File: config.mk
export PLATFORM = sky130hd
export DESIGN_NAME = alu4_sync
export DESIGN_NICKNAME = d
export VERILOG_FILES = /design/src/rtl/alu4_pkg.sv /design/src/rtl/cla4.sv /design/src/rtl/alu4_sync.sv
export SDC_FILE = /design/constraint.sdc
export NUM_CORES = 1
export LEC_CHECK = 0
export CAP_MARGIN = 20
export CORE_UTILIZATION = 48
export DETAILED_ROUTE_END_ITERATION = 8
export GPL_TIMING_DRIVEN = 0
export PLACE_DENSITY_LB_ADDON = 0.25
export SYNTH_ARGS = -nofsm -noshare
export SYNTH_HDL_FRONTEND = slang
export SYNTH_HIERARCHICAL = 1
export SYNTH_SLANG_ARGS = --single-unit
File: constraint.sdc
create_clock -name clk -period 0.85 [get_ports clk]
set_clock_uncertainty 0.1 [all_clocks]
set_input_delay 0.17 -clock clk [delete_from_list [all_inputs] [get_ports clk]]
set_output_delay 0.17 -clock clk [all_outputs]
set_load 0.1 [all_outputs]
File: src/rtl/alu4_pkg.sv
// Shared opcode definitions for the 4-bit registered ALU.
// Imported by the top level and by any harness that drives op.
package alu4_pkg;

    typedef logic [2:0] opcode_t;

    localparam opcode_t OP_NOTA = 3'b000;
    localparam opcode_t OP_NOTB = 3'b001;
    localparam opcode_t OP_AND  = 3'b010;
    localparam opcode_t OP_OR   = 3'b011;
    localparam opcode_t OP_XOR  = 3'b100;
    localparam opcode_t OP_XNOR = 3'b101;
    localparam opcode_t OP_ADD  = 3'b110;
    localparam opcode_t OP_SUB  = 3'b111;

endpackage

File: src/rtl/cla4.sv
// 4-bit carry-lookahead adder.
// Also exports the carry into bit 3 so callers can derive signed overflow.
module cla4 (
    input  logic [3:0] x,
    input  logic [3:0] y,
    input  logic       ci,
    output logic [3:0] s,
    output logic       co,
    output logic       c3
);

    logic [3:0] p;
    logic [3:0] g;
    logic       c1;
    logic       c2;

    assign p = x ^ y;
    assign g = x & y;

    // Each carry is a flat sum of generate/propagate terms.
    assign c1 = g[0] | (p[0] & ci);
    assign c2 = g[1] | (p[1] & g[0]) | (p[1] & p[0] & ci);
    assign c3 = g[2] | (p[2] & g[1]) | (p[2] & p[1] & g[0])
              | (p[2] & p[1] & p[0] & ci);
    assign co = g[3] | (p[3] & g[2]) | (p[3] & p[2] & g[1])
              | (p[3] & p[2] & p[1] & g[0]) | (p[3] & p[2] & p[1] & p[0] & ci);

    assign s = p ^ {c3, c2, c1, ci};

endmodule

File: src/rtl/alu4_sync.sv
// 4-bit ALU with registered result and carry/negative/zero/overflow flags.
// Captures on every rising clock; asynchronous active-high reset clears all outputs.
module alu4_sync
    import alu4_pkg::*;
(
    input  logic       clk,
    input  logic       reset,
    input  logic [3:0] a,
    input  logic [3:0] b,
    input  logic [2:0] op,
    output logic [3:0] result,
    output logic       c,
    output logic       n,
    output logic       z,
    output logic       v
);

    logic       is_sub;
    logic [3:0] add_y;
    logic [3:0] sum;
    logic       sum_co;
    logic       sum_c3;

    logic [3:0] result_d, result_q;
    logic       c_d, c_q;
    logic       n_d, n_q;
    logic       z_d, z_q;
    logic       v_d, v_q;

    // Subtraction reuses the adder as a + ~b + 1.
    assign is_sub = (op == OP_SUB);
    assign add_y  = is_sub ? ~b : b;

    cla4 u_cla4 (
        .x  (a),
        .y  (add_y),
        .ci (is_sub),
        .s  (sum),
        .co (sum_co),
        .c3 (sum_c3)
    );

    always_comb begin
        result_d = 4'b0000;
        c_d      = 1'b0;
        v_d      = 1'b0;
        case (op)
            OP_NOTA: result_d = ~a;
            OP_NOTB: result_d = ~b;
            OP_AND:  result_d = a & b;
            OP_OR:   result_d = a | b;
            OP_XOR:  result_d = a ^ b;
            OP_XNOR: result_d = ~(a ^ b);
            OP_ADD, OP_SUB: begin
                result_d = sum;
                c_d      = sum_co;
                // Carry into MSB differing from carry out is signed overflow for both add and sub.
                v_d      = sum_c3 ^ sum_co;
            end
            default: result_d = 4'b0000;
        endcase
        n_d = result_d[3];
        z_d = (result_d == 4'b0000);
    end

    always_ff @(posedge clk or posedge reset) begin
        if (reset) begin
            result_q <= 4'b0000;
            c_q      <= 1'b0;
            n_q      <= 1'b0;
            z_q      <= 1'b0;
            v_q      <= 1'b0;
        end else begin
            result_q <= result_d;
            c_q      <= c_d;
            n_q      <= n_d;
            z_q      <= z_d;
            v_q      <= v_d;
        end
    end

    assign result = result_q;
    assign c      = c_q;
    assign n      = n_q;
    assign z      = z_q;
    assign v      = v_q;

endmodule

---- Word level (Yosys, flattened, before mapping) ----
Cells that the tools add are included.
storage, ports and cells
  register bits after elaboration ......... 8
  output and inout port bits .............. 8
  logic and storage cells ................. 55
cells by class
  equal/unequal tests ..................... 7
  mux-type cells .......................... 4
  bitwise gates (word level) .............. 36
  reduce and logical (&&, ||, !) cells .... 3
operators by type and width
  operator                                                               count
  4-bit case mux with 7 select lines                                     1
  1-bit bitwise AND                                                      16
  3-bit equality test, second input constant                             4
  4-bit NOT                                                              3
  4-bit XOR                                                              3
  1-bit bitwise OR                                                       10
  4-bit bitwise AND                                                      2
  3-bit by 2-bit equality test with 1-bit output, second input constant  2
  4-bit zero test                                                        1
  4-bit two-way mux                                                      1
  4-bit bitwise OR                                                       1
  3-bit by 1-bit equality test with 1-bit output, second input constant  1
  3-bit zero test                                                        1
  1-bit two-way mux                                                      2
  2-bit OR reduction                                                     1
  1-bit XOR                                                              1

---- Depth between registers and ports, before layout ----
  depth in word-level cells ............... 10
  depth in mapped cells ................... 11
  gate-level depth less buffers ........... 9

---- Modules after synthesis ----
The synthesis kept the hierarchy.
modules (own cells, without submodules)
  module     times used  cells each  area an instance (um2)
  alu4_sync  1           74          715.7
  cla4       1           14          140.1

---- Least setup slack after synthesis ----
Ideal clock, no wire load.
  kind .................................... input to register
  start ................................... in op[2]
  end ..................................... reg z_q (netlist: z)
  setup time .............................. 0.096 ns
  arrival time ............................ 2.208 ns
  data required time ...................... 0.654 ns
  setup slack ............................. -1.553 ns
  stages .................................. 11
  path buffers ............................ 2
  cell sequence ........................... buf_6 buf_6 nand3_1 xnor2_1 ha_1 a211oi_2 nor2_1 xor2_1 a31oi_1 a32oi_2 nor4_2
between the ends
  elaborated cells between the ends (all ways) .. 30
  those cells by class .................... eq/ne (7); mux (2); bitwise (18); reduce/logical (3)
RTL lines
  item                                                   RTL line                text
  start: declaration                                     alu4_sync.sv:10         input logic [2:0] op,
  3-bit equality test *                                  alu4_sync.sv:31         assign is_sub = (op == OP_SUB);
  4-bit two-way mux *                                    alu4_sync.sv:32         assign add_y = is_sub ? ~b : b;
  named net add_y[0]                                     alu4_sync.sv:19         logic [3:0] add_y;
  4-bit bitwise AND or 4-bit XOR (tied branches)         cla4.sv:18, cla4.sv:17
  1-bit bitwise AND                                      cla4.sv:22              assign c2 = g[1] | (p[1] & g[0]) | (p[1] & p[0] & ci);
  1-bit bitwise OR or 1-bit bitwise AND (tied branches)  cla4.sv:22
  1-bit bitwise OR *                                     cla4.sv:22
  4-bit XOR *                                            cla4.sv:28              assign s = p ^ {c3, c2, c1, ci};
  named net sum[2]                                       alu4_sync.sv:20         logic [3:0] sum;
  4-bit case mux with 7 select lines *                   alu4_sync.sv:47         case (op)
  named net result_d[2]                                  alu4_sync.sv:24         logic [3:0] result_d, result_q;
  4-bit zero test *                                      alu4_sync.sv:63         z_d = (result_d == 4'b0000);
  named net z_d                                          alu4_sync.sv:27         logic z_d, z_q;
  end signal: assignment                                 alu4_sync.sv:77         z_q <= z_d;
  end: declaration                                       alu4_sync.sv:27
The timed path passes the listed nets; every way through them passes the cells marked *.

---- Worst setup path in the final report ----
  start ................................... in op[0]
  end ..................................... reg z_q (netlist: z)
between the ends
  elaborated cells between the ends (all ways) .. 30
  those cells by class .................... eq/ne (7); mux (2); bitwise (18); reduce/logical (3)
RTL lines
  item                                                   RTL line                text
  3-bit equality test *                                  alu4_sync.sv:31
  4-bit two-way mux *                                    alu4_sync.sv:32
  named net add_y[0]                                     alu4_sync.sv:19
  4-bit bitwise AND or 4-bit XOR (tied branches)         cla4.sv:18, cla4.sv:17
  1-bit bitwise AND (on tied branches)                   cla4.sv:23, cla4.sv:24
  1-bit bitwise OR or 1-bit bitwise AND (tied branches)  cla4.sv:23, cla4.sv:24
  1-bit bitwise OR *                                     cla4.sv:24              | (p[2] & p[1] & p[0] & ci);
  named net sum_c3                                       alu4_sync.sv:22         logic sum_c3;
  4-bit XOR *                                            cla4.sv:28
  named net sum[3]                                       alu4_sync.sv:20
  4-bit case mux with 7 select lines *                   alu4_sync.sv:47
  named net result_d[3]                                  alu4_sync.sv:24
  4-bit zero test *                                      alu4_sync.sv:63
  named net z_d                                          alu4_sync.sv:27
Marked as above.

==> impl_metrics.ini <==
[status]
outcome = finished, violations left
violations = design-rule violations, negative setup slack

[sta]
relSlewSlack = 0.712
period_share = 2.58
setup_viol = 15
setup_ws_ns = -1.34
fmax_mhz = 456
hold_violations = 0
finalCriticalPeriod_ns = 2.19
grt_setup_unrepaired = yes
fin_setup_tns_ns = -10.77
tightest_slew_ns = 0.432
finalMaxSlewViolations = 0
holdWs_ns = 0.0387

[synthesis]
syn_inst = 88
synth_largest_area_cell = dfrtp_1
synthFlopType = dfrtp_1
syn_nets = 114
synthArstFlopShare = 1.00
netlist_area_um2 = 856
synth.avg_cell_area_um2 = 9.73
yosys-top-cells-area = dfrtp_1 (20%), ha_1 (18%), inv_1 (5.7%), a32oi_1 (5.1%), xnor2_1 (4.1%)
synth-edff-count = 0
ys_types = 34
ys_ff_latch = 7
synth_top_area_share = 0.205
yosysWarningCount = 6
yosysSeqAreaShare = 0.205

[setup_path]
path_class = input pin to flip-flop
critical_path_required_ns = 0.91
worstPathMaxFanout = 5
cp-start-kind = input pin
crit_arrival_ns = 2.25
endpoint_kind = flip-flop

[routing]
wl_um = 3550
drc = 3
avgRoutedWirePerCell_um = 24.6
vias_per_cell = 6.72
num_vias = 967
antenna_left = 0
dr.pass1.iters = 6
drtIter0Drc = 110

[die]
start_util = 0.543
rows = 14
coreArea_um2 = 1580
die-width_um = 44.2
die_h_um = 44.2
io_pins = 21
die_area_um2 = 1960

[placement]
dp_hpwl_um = 1390
place_inst = 123
place_ws_ns = -2.07
portBuffers = 19
placed_area_um2 = 1120
gp_congestion = 0.865

[power]
p_sw_mw = 1.01
combPwrFrac = 0.641
switching_share = 0.461
power_mw = 2.20
power.internal_mw = 1.19
ir_drop_mv = 0.860
pwr-share-clk = 0.157
cellPowerDensity_nw_per_um2 = 1500
p_seq_frac = 0.203
p_leak_nw = 0.676

[final_layout]
final_core_util = 0.928
multi_input_area_um2 = 671
layout_commonest_cell = buf_4
regArea_um2 = 198
antenna_cells = 0
final_cell_area_um2 = 1460
drive_above_1_share = 0.500
area_growth_pct = 70.9
fin_cells = 144
nFillCells = 53
final_cell_mix = buf_4 (14), inv_1 (13), ha_1 (10)
final_nets = 155

[cts]
tritoncts = built
cts_num_sinks = 7
h-tree-depth = 1
hold_buffers = 0
cts_root_buf = clkbuf_4
clk_pin_slew_ns = 0.07
cts_buffer_depth = 2
cts_made_buffers = 3

[worst_hold_path]
hp-class = input pin to async pin

[global_route]
overflow = 0
grt_use_total = 0.332
antenna_found_initial = 0
grt_max_degree = 11
grt_pass1_vias = 912
grt_pass1_wl_um = 4580

[job]
max-cap-violations = 0
layout make-up:
class                      count  area share
multi-input combinational     62       0.459
timing repair buffer          36       0.281
sequential                     7       0.135
buffer                         6      0.0607
inverter                      13      0.0334
clock buffer                   4      0.0180
tap                           16      0.0137
synth_stat cells, types with 2 or more instances:
master	instances
mux2i_1	3
nor3b_1	2
xor2_1	4
a211o_2	3
nor2_1	5
dfrtp_1	7
a32oi_1	5
and3_1	2
a22oi_1	2
inv_1	13
buf_6	3
a31oi_1	2
xnor2_1	4
ha_1	12
buf_4	2
metal layers:
metal,share of wire,vias to the layer above,GRT usage
met3,0.092,22,0.0694
met1,0.38,455,0.388
met4,0.042,0,0.200
met5,0,-,0
li1,-,394,-
met2,0.49,96,0.556
worst max-delay path, stage by stage:
cell      delay, ns
buf_8          0.09
buf_6          0.11
nand3_4        0.13
xnor2_4        0.23
ha_4           0.24
a211oi_4       0.21
buf_4          0.16
o21bai_4       0.09
xor2_1         0.15
a32oi_1        0.25
a32oi_1        0.21
nor4_2         0.21
power by group through the flow:
stage / clock [mW] / combinational (mW) / sequential [mW]
finish: 0.345 / 1.41 / 0.446
global route: 0.367 / 1.44 / 0.449
CTS: 0.298 / 1.23 / 0.444
detailed placement: 0 / 0.988 / 0.426
global placement: 0 / 0.969 / 0.422
floorplan: 0 / 0.427 / 0.746
cell families (layout without fill, tap and decap cells):
group / Yosys count / after routing / synth area share
AND/OR/NAND/NOR: 18 / 18 / 0.152
multiplexers: 3 / 3 / 0.0351
buffers and inverters: 19 / 59 / 0.120
adder cells (fa/ha/maj): 13 / 13 / 0.199
flip-flops: 7 / 7 / 0.205
XOR/XNOR: 8 / 8 / 0.0819
AO/OA/AOI/OAI: 20 / 20 / 0.208
sequential cells by signal (all words and copies together), names as in the netlist:
name    count
z           1
c           1
result      3
v           1
n           1
path summary, 6_finish.rpt:
check | end | cells past startpoint | from
max | z$_DFF_PP0_ | 12 | op[0]
min | result[1]$_DFF_PP0_ | 2 | reset
max in group asynchronous | result[0]$_DFF_PP0_ | 2 | reset
min in group clk | result[1]$_DFF_PP0_ | 2 | a[1]
repair_timing:
| item | 4_1_cts | 5_1_grt |
|---|---|---|
| pin swaps | 13 | 10 |
| resized for setup | 103 | 8 |
| setup endpoints to repair | 15 | 15 |
| buffers inserted | 13 | 4 |
Note: power is estimated with default switching activity, not from simulation.
==> variant 1, RTL diff (config.mk and constraints unchanged) <==
Register the inputs `a`, `b` and `op` before use, with the module's reset. The logic sees them one clock later.
--- a/src/rtl/alu4_sync.sv
+++ b/src/rtl/alu4_sync.sv
@@ -15,6 +15,22 @@
     output logic       v
 );
 
+    logic [3:0] a_q;
+    logic [3:0] b_q;
+    logic [2:0] op_q;
+
+    always_ff @(posedge clk or posedge reset) begin
+        if (reset) begin
+            a_q  <= '0;
+            b_q  <= '0;
+            op_q <= '0;
+        end else begin
+            a_q  <= a;
+            b_q  <= b;
+            op_q <= op;
+        end
+    end
+
     logic       is_sub;
     logic [3:0] add_y;
     logic [3:0] sum;
@@ -28,11 +44,11 @@
     logic       v_d, v_q;
 
     // Subtraction reuses the adder as a + ~b + 1.
-    assign is_sub = (op == OP_SUB);
-    assign add_y  = is_sub ? ~b : b;
+    assign is_sub = (op_q == OP_SUB);
+    assign add_y  = is_sub ? ~b_q : b_q;
 
     cla4 u_cla4 (
-        .x  (a),
+        .x  (a_q),
         .y  (add_y),
         .ci (is_sub),
         .s  (sum),
@@ -44,13 +60,13 @@
         result_d = 4'b0000;
         c_d      = 1'b0;
         v_d      = 1'b0;
-        case (op)
-            OP_NOTA: result_d = ~a;
-            OP_NOTB: result_d = ~b;
-            OP_AND:  result_d = a & b;
-            OP_OR:   result_d = a | b;
-            OP_XOR:  result_d = a ^ b;
-            OP_XNOR: result_d = ~(a ^ b);
+        case (op_q)
+            OP_NOTA: result_d = ~a_q;
+            OP_NOTB: result_d = ~b_q;
+            OP_AND:  result_d = a_q & b_q;
+            OP_OR:   result_d = a_q | b_q;
+            OP_XOR:  result_d = a_q ^ b_q;
+            OP_XNOR: result_d = ~(a_q ^ b_q);
             OP_ADD, OP_SUB: begin
                 result_d = sum;
                 c_d      = sum_co;
Behaviour: not the same (Yosys sat finds a counterexample within 4 cycles, from zero or initial values and one cycle with reset high).
==> variant 1 against the original RTL <==
  * The flow finishes with violations (negative setup slack)
  * Count of clock-buffer cells in the layout stayed put
  * Synthesized cell count grew 13%
  * Sequential cell count is 11 higher
  * Combinational power down 11%
  * Wire length shrank 22%
  * Power is 29% higher
  * First-iteration DRC count is 86% lower
  * Synthesized area grew 32%
  * Sequential share of layout area grew 15 points
  * Largest power group unchanged
  * Clock power is 59% higher
  * Design area rose by 15%
  * Setup slack got worse by 320 ps
==> variant 1: results (changes against the original RTL) <==
INFO  metric fraction_of_area_in_multi_input_gates = 0.382 (-0.0763)
INFO  metric dp_cells = 147 (+20%)
INFO  metric seqAreaFraction = 0.281 (+0.146)
INFO  metric grt_util_all_layers = 0.250 (-0.0828)
INFO  metric ys_top_cells_by_count = 18 x sky130_fd_sc_hd__dfrtp_1, 13 x sky130_fd_sc_hd__inv_1, 12 x sky130_fd_sc_hd__ha_1
INFO  metric area_share_clock_buf_inv = 0.0215 (+0.00352)
INFO  metric cell_internal_pwr = 1760 uW (+48%)
INFO  metric drtPass1Iterations = 4 (-2)
INFO  metric failed_checks = negative setup slack
INFO  metric number_of_global_route_vias_before_repair = 984 (+7.9%)
INFO  metric well_tap_count = 28 (+12)
INFO  metric post-dp-hpwl = 1680 um (+21%)
INFO  metric drt_first_iter_violations = 15 (-86%)
INFO  metric setup.worst_path.class = flip-flop to flip-flop
INFO  metric globalplace.congestion = 0.806 (-6.9%)
INFO  metric power_frac_seq = 0.365 (+0.162)
INFO  metric holdWs = 91.0 ps (+52.3 ps)
INFO  metric drive_above_1_share = 0.415 (-0.0852)
INFO  metric summed_negative_setup_slack_over_all_endpoints = -13530 ps (-2760 ps)
INFO  metric via_count = 927 (-4.1%)
INFO  metric slew_at_the_pin_with_the_worst_max_slew_slack = 401 ps (-30.4 ps)
INFO  metric filler_cell_count = 150 (+180%)
INFO  metric place_area = 0.00143 mm2 (+27%)
INFO  metric setup-violations-final = 15 (unchanged)
INFO  metric finalWorstSetupSlack = -1660 ps (-318 ps)
INFO  metric grt_max_degree = 19 (+8)
INFO  metric crit_arrival = 2660 ps (+410 ps)
INFO  metric route.layer.met1.wl = 1040 um (-22%)
INFO  metric use_met2 = 0.469 (-0.0870)
INFO  metric status = complete, but fails checks
INFO  metric number_of_buffers_other_than_clock_buffers_in_the_final_layout = 38 (-9.5%)
INFO  metric grt_util_met1 = 0.262 (-0.127)
INFO  metric global_route_wire_length_before_repair = 4550 um (-0.74%)
INFO  metric wire_per_inst = 17.0 um (-31%)
-- variant 1: kinds of logic (layout without fill, tap and decap cells) --
logic type,count (synthesis),in the layout,synth area share
buffers and inverters,19,55,0.0907
and+or+nand+nor,18,18,0.115
xor gates and xnor gates,8,8,0.0619
muxes,3,3,0.0265
DFF,18,18,0.398
adders and majority gates,13,13,0.150
AOI/OAI and AO/OA,20,20,0.157
-- variant 1: power groups by stage --
stage	clock network [uW]	logic, uW	registers (uW)
after global routing	591	1310	1040
after floorplan	0	433	1330
after global placement	0	960	1020
final	550	1250	1030
after CTS	566	1220	1030
after detailed placement	0	982	1020
-- variant 1: worst max path at each step --
| stage | to | slack, ps | cells after the start |
|---|---|---|---|
| 2_1_floorplan | z | -1460 | 10 |
| 3_3_place_gp | z | -1680 | 10 |
| 3_5_place_dp | z | -1720 | 10 |
| 4_1_cts | z | -1660 | 11 |
| 5_1_grt | n | -1690 | 11 |
| 6_report | n | -1660 | 11 |
==> variant 2, RTL diff (same flow settings) <==
Without the edit above. Register the output `result` once more, cleared by the reset; this adds one clock of latency there. The other outputs are not delayed to match. Comments in the files are not updated.
--- a/src/rtl/alu4_sync.sv
+++ b/src/rtl/alu4_sync.sv
@@ -79,7 +79,13 @@
         end
     end
 
-    assign result = result_q;
+    always_ff @(posedge clk or posedge reset) begin
+        if (reset) begin
+            result <= '0;
+        end else begin
+            result <= result_q;
+        end
+    end
     assign c      = c_q;
     assign n      = n_q;
     assign z      = z_q;
Behaviour: not the same (Yosys sat finds a counterexample within 4 cycles, from zero or initial values and one cycle with reset high).
==> variant 2 against the original RTL <==
  * The run ends with negative setup slack left
  * Setup slack better by 130 ps
  * Combinational power fell by 9%
  * Wire length shrank 21%
  * Non-clock buffer count unchanged
  * Sequential cell count up 4
  * Design area grew 4.6%
  * Die area increased by 10%
  * Power is 6.3% higher
  * Synthesized area increased by 11%
  * Critical path type unchanged
  * Largest power group unchanged
==> variant 2: results (changes against the original RTL) <==
INFO  metric failed_checks = negative setup slack
INFO  metric finalWorstSetupSlack = -1210 ps (+127 ps)
INFO  metric summed_negative_setup_slack_over_all_endpoints = -9890 ps (+881 ps)
INFO  metric status = complete, but fails checks
INFO  metric postSynthNetCount = 117 (+2.6%)
INFO  metric globalplace.congestion = 0.886 (+2.4%)
INFO  metric grt_max_degree = 12 (+1)
INFO  metric async_flop_share = 1.00 (unchanged)
INFO  metric ys_top_cells_by_area = sky130_fd_sc_hd__dfrtp_1 29%, sky130_fd_sc_hd__ha_1 16%, sky130_fd_sc_hd__inv_1 5.1%, sky130_fd_sc_hd__a32oi_1 4.6%, sky130_fd_sc_hd__xnor2_1 3.7%
INFO  metric preCtsSetupSlack = -2080 ps (-9.58 ps)
INFO  metric ff2ff_path_depth = 0
INFO  metric grt_antenna_before_repair = 0 (unchanged)
INFO  metric ir_drop = 1.09 mV (+27%)
INFO  metric dominantRegCellSynth = sky130_fd_sc_hd__dfrtp_1
INFO  metric register_name_with_the_most_flops = result
INFO  metric drt_first_iter_violations = 40 (-64%)
INFO  metric global_route_wire_length_before_repair = 4830 um (+5.4%)
INFO  metric viasPerCell = 5.90 (-12%)
INFO  metric ys_seq_area_frac = 0.290 (+0.0856)
INFO  metric power.static_leakage = 0.000708 uW (+4.8%)
INFO  metric ys.warnings.count = 6 (unchanged)
INFO  metric ys_top_cells_by_count = 13 x sky130_fd_sc_hd__inv_1, 12 x sky130_fd_sc_hd__ha_1, 11 x sky130_fd_sc_hd__dfrtp_1
INFO  metric cp-endpoint = z
INFO  metric drtPass1Iterations = 4 (-2)
INFO  metric reg.largest.list = result: 4 flops, result_q: 3 flops
INFO  metric setup-violations-final = 15 (unchanged)
INFO  metric r2r-start = n
INFO  metric crit_arrival = 2130 ps (-120 ps)
INFO  metric final_net_count = 159 (+2.6%)
INFO  metric wire_per_inst = 17.8 um (-28%)
INFO  metric slew_at_the_pin_with_the_worst_max_slew_slack = 435 ps (+3.27 ps)
INFO  metric grt_util_all_layers = 0.327 (-0.00562)
INFO  metric cp_max_fo = 5 (unchanged)
INFO  metric filler_cell_count = 89 (+68%)
INFO  metric drive_above_1_share = 0.470 (-0.0303)
INFO  metric startpoint = op[1]
INFO  metric worstSkewPairLatency = 270 ps
INFO  metric post-dp-hpwl = 1430 um (+2.7%)
INFO  metric portBuffers = 19 (unchanged)
INFO  metric number_of_global_route_vias_before_repair = 930 (+2.0%)
variant 2: logic make-up after synthesis:
group / Yosys count / synth area share
mux: 3 / 0.0317
simple gates: 18 / 0.137
compound gates: 20 / 0.187
buf+inv: 18 / 0.100
fa+ha+maj: 13 / 0.179
xor+xnor: 8 / 0.0739
flops: 11 / 0.290
variant 2: worst min-delay path by stage:
| stage | from | cells past startpoint | to | slack [ps] |
|---|---|---|---|---|
| after CTS | reset | 2 | c | 100 |
| after floorplan | reset | 1 | result_q[0] | -80 |
| after global routing | reset | 2 | result_q[1] | 120 |
| after detailed placement | result_q[2] | 0 | result[2] | 240 |
| after global placement | result_q[2] | 0 | result[2] | 230 |
| final | reset | 2 | n | 100 |
variant 2: cell type report:
| type | count | area (um2) | area share |
|---|---|---|---|
| tap | 25 | 31.3 | 0.0204 |
| clock buffer | 4 | 26.3 | 0.0172 |
| multi-input combinational | 62 | 646 | 0.422 |
| inverter | 13 | 48.8 | 0.0319 |
| timing repair buffer | 37 | 408 | 0.267 |
| sequential | 11 | 302 | 0.197 |
| buffer | 5 | 68.8 | 0.0450 |
variant 2: worst max-delay path, cell delays in order:
cell and delay, ps:
sky130_fd_sc_hd__buf_8 70, sky130_fd_sc_hd__buf_6 100, sky130_fd_sc_hd__nand3_4 130, sky130_fd_sc_hd__xnor2_4 200
sky130_fd_sc_hd__ha_4 230, sky130_fd_sc_hd__a211oi_4 280, sky130_fd_sc_hd__o21bai_2 110, sky130_fd_sc_hd__xor2_1 170
sky130_fd_sc_hd__a32oi_1 190, sky130_fd_sc_hd__a32oi_1 170, sky130_fd_sc_hd__nor4_2 320
variant 2: per-layer routing:
layer  global-route usage  vias to the layer above  wire length [um]
li1                     -                      406                 -
met1                0.387                      444              1040
met4                0.153                        0               114
met5                    0                        -                 0
met2                0.572                       61              1480
met3               0.0431                       16               153
variant 2: what timing repair did:
item / in CTS / in global routing
setup endpoints to repair: 15 / 15
setup buffers: 15 / 4
resized for setup: 104 / 1
pin swaps: 20 / 4
variant 2: power breakdown:
part	leakage [uW]	switching, uW	internal, uW	total, uW
combinational	0.000566	738	548	1290
clock	0.0000150	190	182	371
sequential	0.000127	56.6	625	682
total	0.000708	984	1350	2340
variant 2: per-stage QoR:
step | area (um2) | hold WS (ps) | instances | total power (uW)
after floorplan | 998 | -77.4 | 91 | 1370
after CTS | 1500 | 99.9 | 153 | 2220
final | 1530 | 95.8 | 157 | 2340
after detailed placement | 1220 | 238 | 135 | 1620
after global routing | 1530 | 125 | 157 | 2440
after global placement | 1220 | 233 | 135 | 1600
